**src/rtl/key_event.sv**
```systemverilog
// Turns a debounced key level into clean one-cycle short, long and repeat events.
// A key held through reset is ignored until it has been released once.
module key_event #(
    parameter bit ACTIVE_LOW   = 1'b1,
    parameter int LONG_TICKS   = 100,
    parameter int REPEAT_TICKS = 20,
    parameter bit REPEAT_EN    = 1'b1,
    parameter int CNT_W        = 8
) (
    input  logic clk100hz,
    input  logic rst_n,
    input  logic key_in,
    output logic short_pulse,
    output logic long_pulse,
    output logic repeat_pulse,
    output logic key_pressed
);

    typedef enum logic [1:0] {
        WAIT_REL,
        IDLE,
        PRESS,
        LONG
    } state_t;

    localparam logic [CNT_W-1:0] LONG_LAST = CNT_W'(LONG_TICKS - 1);
    localparam logic [CNT_W-1:0] REP_LAST  = CNT_W'(REPEAT_TICKS - 1);
    localparam logic [CNT_W-1:0] CNT_ONE   = CNT_W'(1);

    state_t           r_state;
    state_t           w_state_nxt;
    logic [CNT_W-1:0] r_cnt;
    logic [CNT_W-1:0] w_cnt_nxt;
    logic             w_act;
    logic             w_short;
    logic             w_long;
    logic             w_rep;
    logic             r_short;
    logic             r_long;
    logic             r_rep;
    logic             r_pressed;

    assign w_act = key_in ^ ACTIVE_LOW;

    always_comb begin
        w_state_nxt = r_state;
        w_cnt_nxt   = r_cnt;
        w_short     = 1'b0;
        w_long      = 1'b0;
        w_rep       = 1'b0;
        unique case (r_state)
            WAIT_REL: begin
                if (!w_act) begin
                    w_state_nxt = IDLE;
                    w_cnt_nxt   = '0;
                end
            end
            IDLE: begin
                // The first active sample counts as sample 1 of the press.
                if (w_act) begin
                    if (LONG_TICKS == 1) begin
                        w_state_nxt = LONG;
                        w_cnt_nxt   = '0;
                        w_long      = 1'b1;
                    end else begin
                        w_state_nxt = PRESS;
                        w_cnt_nxt   = CNT_ONE;
                    end
                end
            end
            PRESS: begin
                if (!w_act) begin
                    w_state_nxt = IDLE;
                    w_cnt_nxt   = '0;
                    w_short     = 1'b1;
                end else if (r_cnt == LONG_LAST) begin
                    w_state_nxt = LONG;
                    w_cnt_nxt   = '0;
                    w_long      = 1'b1;
                end else begin
                    w_cnt_nxt = r_cnt + CNT_ONE;
                end
            end
            LONG: begin
                if (!w_act) begin
                    w_state_nxt = IDLE;
                    w_cnt_nxt   = '0;
                end else if (r_cnt == REP_LAST) begin
                    w_cnt_nxt = '0;
                    w_rep     = REPEAT_EN;
                end else begin
                    w_cnt_nxt = r_cnt + CNT_ONE;
                end
            end
            default: begin
                w_state_nxt = WAIT_REL;
                w_cnt_nxt   = '0;
            end
        endcase
    end

    always_ff @(posedge clk100hz or negedge rst_n) begin
        if (!rst_n) begin
            r_state   <= WAIT_REL;
            r_cnt     <= '0;
            r_short   <= 1'b0;
            r_long    <= 1'b0;
            r_rep     <= 1'b0;
            r_pressed <= 1'b0;
        end else begin
            r_state   <= w_state_nxt;
            r_cnt     <= w_cnt_nxt;
            r_short   <= w_short;
            r_long    <= w_long;
            r_rep     <= w_rep;
            r_pressed <= (w_state_nxt == PRESS) || (w_state_nxt == LONG);
        end
    end

    assign short_pulse  = r_short;
    assign long_pulse   = r_long;
    assign repeat_pulse = r_rep;
    assign key_pressed  = r_pressed;

endmodule

```
**config.mk**
```make
export PLATFORM = sky130hd
export DESIGN_NAME = key_event
export DESIGN_NICKNAME = d
export VERILOG_FILES = /design/src/rtl/key_event.sv
export SDC_FILE = /design/constraint.sdc
export NUM_CORES = 1
export LEC_CHECK = 0
export CAP_MARGIN = 20
export CORE_MARGIN = 5
export CORE_UTILIZATION = 45
export CTS_BUF_LIST = sky130_fd_sc_hd__clkbuf_2 sky130_fd_sc_hd__clkbuf_4 sky130_fd_sc_hd__clkbuf_8
export DETAILED_ROUTE_END_ITERATION = 12
export PLACE_DENSITY = 0.76
export SLEW_MARGIN = 20
export SYNTH_ARGS = -nofsm -noshare
export SYNTH_HDL_FRONTEND = slang
export SYNTH_SLANG_ARGS = --single-unit
```
**constraint.sdc**
```tcl
create_clock -name clk100hz -period 2.4 [get_ports clk100hz]
set_input_delay 0.24 -clock clk100hz [delete_from_list [all_inputs] [get_ports clk100hz]]
set_output_delay 0.24 -clock clk100hz [all_outputs]
set_load 0.01 [all_outputs]
```
# After elaboration in Yosys (flattened, before gate mapping)
# Index checks and enable logic that the tools add are counted.
word_totals:
  ff_bits: 14
  inputBits: 3
  output_inout_bits: 4
  word_cells: 40
classes:
  addsub: 1
  n_eq_ne: 9
  mux: 20
  reduce_logical: 4
op_table:
  columns: ["cell", "n"]
  rows:
  - ["$mux W8", 6]
  - ["$pmux W8 S4", 1]
  - ["$add A8 B1 Y8 const B", 1]
  - ["$eq A2 B2 Y1 const B", 4]
  - ["$eq A8 B5 Y1 const B", 1]
  - ["$eq A8 B7 Y1 const B", 1]
  - ["$mux W1", 8]
  - ["$mux W2", 4]
  - ["$pmux W2 S3", 1]
  - ["$ne A2 B2 Y1 const B", 2]
  - ["$eq A2 B1 Y1 const B", 1]
  - ["$logic_not A2 Y1", 1]
  - ["$reduce_and A2 Y1", 1]
  - ["$reduce_or A2 Y1", 1]
  - ["$logic_or A1 B1 Y1", 1]

# Longest topological paths before layout
# Gate-level depths: netlist (run 1).
depth:
  ltp_word: 6
  depth_mapped: 6

# Least setup slack after synthesis (run 1)
# OpenSTA, ideal clock, no wires.
synth_timing:
  path_kind: "register to register"
  startpoint: "reg key_pressed (netlist name)"
  endpoint: "reg r_cnt[7]"
  setup_time_ns: 0.080
  arrival_ns: 1.948
  required_ns: 2.320
  slack_ns: 0.372
  path_stages_with_launch: 7
  cell_sequence: "dfrtp_1 inv_1 ha_1 or3b_2 and2_4 or4_4 o211ai_2"
synth_rtl:
  columns: ["element", "line_no", "text"]
  rows:
  - ["end signal: assignment", "112", "r_cnt <= w_cnt_nxt;"]
  - ["end: declaration", "32", "logic [CNT_W-1:0] r_cnt;"]

==> results of run 1 <==
## cells by family after synthesis
logic type,synth area share
mux,0.0137
xor+xnor,0.0107
fa+ha+maj,0.0916
compound gates,0.198
flops,0.397
buf+inv,0.0336
simple gates,0.255
## layer usage
layer,part of all wire,vias up,global-route usage
met5,0,-,0
met2,0.47,24,0.227
met4,0.028,0,0.0979
met1,0.46,314,0.178
li1,-,330,-
met3,0.038,5,0.0199
## worst paths after layout
path                                         end
setup / recovery            r_cnt[3]$_DFFE_PN0P_
hold / removal              r_cnt[4]$_DFFE_PN0P_
setup reg to reg            r_cnt[3]$_DFFE_PN0P_
hold reg to reg             r_cnt[6]$_DFFE_PN0P_
max in group asynchronous  short_pulse$_DFF_PN0_
min in group clk100hz       r_cnt[6]$_DFFE_PN0P_
## cells in the mapped netlist
| cell | count | area, um2 |
|---|---|---|
| dfrtp_1 | 13 | 325 |
| nand2_1 | 11 | 41.3 |
| a21oi_1 | 6 | 30.0 |
| ha_1 | 6 | 75.1 |
| o21ai_0 | 5 | 25.0 |
| inv_1 | 4 | 15.0 |
| nand3_1 | 4 | 20.0 |
| nor2_1 | 3 | 11.3 |
| o211ai_1 | 3 | 22.5 |
| nor3b_1 | 2 | 15.0 |
| or4_1 | 2 | 15.0 |
| a21boi_0 | 1 | 7.51 |
| a21o_2 | 1 | 8.76 |
| a221oi_1 | 1 | 8.76 |
| a22o_1 | 1 | 8.76 |
| a22o_2 | 1 | 10.0 |
| a2bb2oi_1 | 1 | 8.76 |
| and2_2 | 1 | 7.51 |
| and2_4 | 1 | 8.76 |
| and3b_1 | 1 | 8.76 |
| buf_2 | 1 | 5.00 |
| buf_4 | 1 | 7.51 |
| mux2_2 | 1 | 11.3 |
| nand2b_1 | 1 | 6.26 |
| nand4_1 | 1 | 6.26 |
| nor2b_1 | 1 | 6.26 |
| nor3_1 | 1 | 5.00 |
| nor4b_2 | 1 | 15.0 |
| o211ai_2 | 1 | 12.5 |
| o221a_2 | 1 | 11.3 |
| o221ai_1 | 1 | 8.76 |
| or2_2 | 1 | 6.26 |
| or3_2 | 1 | 7.51 |
| or3b_1 | 1 | 8.76 |
| or3b_2 | 1 | 8.76 |
| or4_4 | 1 | 11.3 |
| xnor2_1 | 1 | 8.76 |
## critical path: cells and delay by family, from the launching register on
family,cells,cell delay (ns)
and+or+nand+nor,3,1.13
DFF,1,0.42
adders and majority gates,1,0.25
buffers and inverters,1,0.15
AOI/OAI and AO/OA,1,0.11
## through the flow
| stage | instances | util | power, mW | setup slack [ns] |
|---|---|---|---|---|
| 5_1_grt | 119 | 0.542 | 0.733 | 0.129 |
| 4_1_cts | 119 | 0.542 | 0.687 | 0.267 |
| 3_5_place_dp | 115 | 0.525 | 0.537 | 0.283 |
| 6_report | 119 | 0.542 | 0.681 | 0.267 |
| 2_1_floorplan | 85 | - | 0.462 | 0.372 |
| 3_3_place_gp | 115 | 0.525 | 0.520 | 0.333 |
## area by class of cell
type                    instances  area, um2
clock buffers                   4       30.0
fillers                       170        791
inverters                       4       15.0
multi-input cells              66        467
flip-flops and latches         13        325
well taps                      25       31.3
repair buffers                  7       67.6
## report_power, final
group	total (mW)	switching [mW]	internal, mW	leakage, nW
combinational	0.251	0.139	0.112	0.177
sequential	0.283	0.0360	0.247	0.178
clock	0.147	0.0716	0.0758	0.0184
total	0.681	0.246	0.434	0.373
## placed cells by master, fill, tap and decap left out, types with 2 or more instances in the layout
master,n
o21ai_0,5
a21oi_1,6
or4_1,2
ha_1,6
nand3_1,4
nand2_1,11
nor3b_1,2
nor2_1,3
o211ai_1,3
inv_1,4
dfrtp_1,13
clkbuf_4,4
clkdlybuf4s50_1,6
## registers in the layout (all words and copies together) (netlist names)
register	count
r_cnt	8
repeat_pulse	1
long_pulse	1
short_pulse	1
key_pressed	1
r_state	1
==> out/metrics.cfg, run 1 <==
[critical_path]
start_kind = register
worstSetupEndpointType = register
cp.required_ns = 2.60
critPathKind = register to register
cp_max_fo = 7
rrSetupSlack_ns = 0.27
reg2reg_from = key_pressed$_DFF_PN0_
worst_r2r_path_depth = 6
crit_slowest_cell = or3b_2
cp.arrival_ns = 2.33
slowest_delay_ns = 0.48
path_cells = inv_1 > ha_1 > or3b_2 > and2_4 > or4_1 > o211ai_1
crit_path_start = key_pressed$_DFF_PN0_

[timing]
worst_slew_pin_slew_ns = 0.569
clock.fmax_ghz = 0.469
whs_ns = 0.322
fin_tns_setup_ns = 0
setup_viol = 0
hold_viol_final = 0
slew_headroom = 0.620
rsz0062_at_grt = no
min_period_ns = 2.13
finalCritPeriodShare = 0.889
slew_violations = 0
fin_skew_ns = 0.00348

[placed_design]
numPortBuffers = 6
placement.cell_area_um2 = 906
dp_hpwl_um = 1190
gp_congestion = 0.893

[clocking]
root_buffer = clkbuf_4
postCtsSetupBuffers = 0
clk_pin_slew_worst_paths_ns = 0.08
cts_tree = yes
htree_levels = 1
ctsResizeCount = 0
cts_hold_buf = 0
clk-insertion-delay-late_ns = 0.28
numCtsBuffers = 3
clock_sinks = 13
clk_path_buf_depth = 2

[detailed_routing]
wl_um = 1570
drt.antenna.violating_nets = 0
drc = 0
vias = 673
drt_iter0_drc = 20
wl_per_cell_um = 13.2
viasPerCell = 5.66
dr.pass1.iters = 5

[finish]
drive_gt1_frac = 0.181
n_antenna_cell = 0
nets = 104
final_area_um2 = 936
area_growth_syn_to_layout_pct = 14.2

[floorplanning]
core_area_mm2 = 0.00173
placementRows = 15
ios = 7
die_width_um = 52.7
dieArea_mm2 = 0.00277
die_h_um = 52.7
start_util = 0.475

[power_and_ir_drop]
vdd_ir_drop_max_v = 0.000444
power_density_mw_per_mm2 = 727
leakagePower_nw = 0.373

[logic_synthesis]
ys_types = 37
synth_seq_cells = 13
synth_fp_nets = 94
ys_warn_count = 0
synth.yosys.seq_area_share = 0.397
syn-cell-area_um2 = 820
synth_area_per_cell_um2 = 9.64
synthCells = 85

[outcome]
status = finished, final reports clean

[global_routing]
grt_start_max_net_pins = 14
antenna_found_initial = 0
grtUsageTotal = 0.144
grt_pass1_wl_um = 2910
grt_pass1_vias = 664
grt-ovfl-total = 0

[min_path]
hold_class = primary input to async pin

[job]
cap_violations = 0

Note: power is estimated with default switching activity, not from simulation.
==> inputs of run 2 (changes only) <==
CELL_PAD_IN_SITES_DETAIL_PLACEMENT = 1   (was unset)
CELL_PAD_IN_SITES_GLOBAL_PLACEMENT = 1   (was unset)
MAX_ROUTING_LAYER = met4   (was unset)
PLACE_DENSITY = 0.9   (was 0.76)
==> run 2 against run 1 <==
Against the previous run:
- utilization up 0.43 points
- clock power about the same
- wire length up 19%
- critical path depth unchanged
- setup slack worse by 0.078 ns
- largest cell class unchanged
- sequential power about the same
- clock-buffer cell count unchanged
- cell count up 0.84%
- fmax down 3.5%
- via count up 3.3%
- first-iteration DRC count down 60%
==> out/metrics.cfg, run 2 (synthesis results as in run 1) <==
[outcome]
status = finished, final reports clean

[detailed_routing]
wl_per_cell_um = 15.5
viasPerCell = 5.79
wl_um = 1860
drc = 0
dr.pass1.iters = 4
drt.antenna.violating_nets = 0
drt_iter0_drc = 8
vias = 695

[floorplanning]
placementRows = 15
core_area_mm2 = 0.00173
die_h_um = 52.7
start_util = 0.475
ios = 7
dieArea_mm2 = 0.00277
die_width_um = 52.7

[finish]
drive_gt1_frac = 0.189
top_register = r_cnt
largest_reg_flops = 8
n_antenna_cell = 0
fillers = 214
area_growth_syn_to_layout_pct = 15.1
final_common_cell = dfrtp_1
nets = 105
final_cells = 120
layout_common_cells = dfrtp_1, nand2_1, a21oi_1, ha_1, clkdlybuf4s50_1
final_area_um2 = 943

[critical_path]
cp_num_buf_inv = 1
rrSetupSlack_ns = 0.19
reg2reg_from = key_pressed$_DFF_PN0_
cp_max_fo = 7
slowest_delay_ns = 0.48
reg2reg_to = r_cnt[2]$_DFFE_PN0P_
cp.required_ns = 2.57
start_kind = register
worst_r2r_path_depth = 6
worstSetupEndpointType = register
critPathKind = register to register
path_cells = inv_1 > ha_1 > or3b_2 > a22o_2 > a21o_2 > o21ai_0
cp.arrival_ns = 2.39
crit_slowest_cell = or3b_2
cpLargestDelayFamily = compound AO/OA/AOI/OAI gates

[timing]
min_period_ns = 2.21
slew_headroom = 0.594
hold_viol_final = 0
fin_tns_setup_ns = 0
setup_viol = 0
worst_slew_pin_slew_ns = 0.607
whs_ns = 0.340
clock.fmax_ghz = 0.452
fin_skew_ns = 0.00132
finalWorstSetupSlack_ns = 0.190
slew_violations = 0
finalCritPeriodShare = 0.921
rsz0062_at_grt = no

[power_and_ir_drop]
clkPwrFrac = 0.216
power_frac_seq = 0.415
p_sw_uw = 251
leakagePower_nw = 0.379
switching_share = 0.366
p_int_uw = 435
vdd_ir_drop_max_v = 0.000426
pwr-share-comb = 0.369
power_density_mw_per_mm2 = 728

[placed_design]
dp_slack_ns = 0.244
placement.cell_area_um2 = 913
numPortBuffers = 6
dp_hpwl_um = 1400
gp_congestion = 0.831
dp.cells = 116

[clocking]
clk_pin_slew_worst_paths_ns = 0.08
root_buffer = clkbuf_4
postCtsSetupBuffers = 0
ctsResizeCount = 0
cts_hold_buf = 0
cts_tree = yes
clk-insertion-delay-late_ns = 0.28
clock_sinks = 13
clk_path_buf_depth = 2
htree_levels = 1
numCtsBuffers = 3

[global_routing]
grtUsageTotal = 0.168
grt_pass1_wl_um = 3260
grt_start_max_net_pins = 14
antenna_found_initial = 0
grt-ovfl-total = 0
grt_pass1_vias = 710

[job]
cap_violations = 0

[min_path]
hold_class = primary input to async pin

## run 2: through the flow
stage               utilization  power (mW)
detailed placement        0.529       0.544
global route              0.546       0.743
CTS                       0.546       0.695
global placement          0.529       0.531
floorplan                     -       0.462
finish                    0.546       0.686
## run 2: layer usage
layer	GRT usage	routed length, um	up-vias
met2	0.273	944	10
met3	0.0399	44	6
li1	-	-	332
met1	0.188	825	347
met5	-	0	-
met4	0.0936	47	0
## run 2: power groups by stage
stage               logic [mW]  clock network, mW  registers, mW
floorplan                0.180                  0          0.282
global placement         0.243                  0          0.287
detailed placement       0.256                  0          0.288
CTS                      0.257              0.153          0.285
global route             0.290              0.165          0.288
finish                   0.253              0.148          0.285
## run 2: worst reg2reg max path, cell delays in order (launching register included)
cell     delay (ns)
dfrtp_1        0.41
inv_1          0.15
ha_1           0.26
or3b_2         0.48
a22o_2         0.29
a21o_2         0.27
o21ai_0        0.25
## run 2: worst max-delay path by stage
stage / slack (ns) / depth (start not counted) / start / to
after floorplan: 0.37 / 6 / key_pressed$_DFF_PN0_ / r_cnt[7]$_DFFE_PN0P_
after global placement: 0.33 / 6 / key_pressed$_DFF_PN0_ / r_cnt[7]$_DFFE_PN0P_
after detailed placement: 0.24 / 6 / key_pressed$_DFF_PN0_ / r_cnt[4]$_DFFE_PN0P_
after CTS: 0.16 / 6 / key_pressed$_DFF_PN0_ / r_cnt[2]$_DFFE_PN0P_
after global routing: 0.08 / 6 / key_pressed$_DFF_PN0_ / r_cnt[2]$_DFFE_PN0P_
final: 0.19 / 6 / key_pressed$_DFF_PN0_ / r_cnt[2]$_DFFE_PN0P_
## run 2: final cells by class
| cell class | instances | area (um2) | area share |
|---|---|---|---|
| clock buffer | 4 | 30.0 | 0.0318 |
| inverter | 4 | 15.0 | 0.0159 |
| multi-input combinational | 66 | 467 | 0.495 |
| sequential | 13 | 325 | 0.345 |
| tap | 25 | 31.3 | 0.0332 |
| timing repair buffer | 8 | 75.1 | 0.0796 |
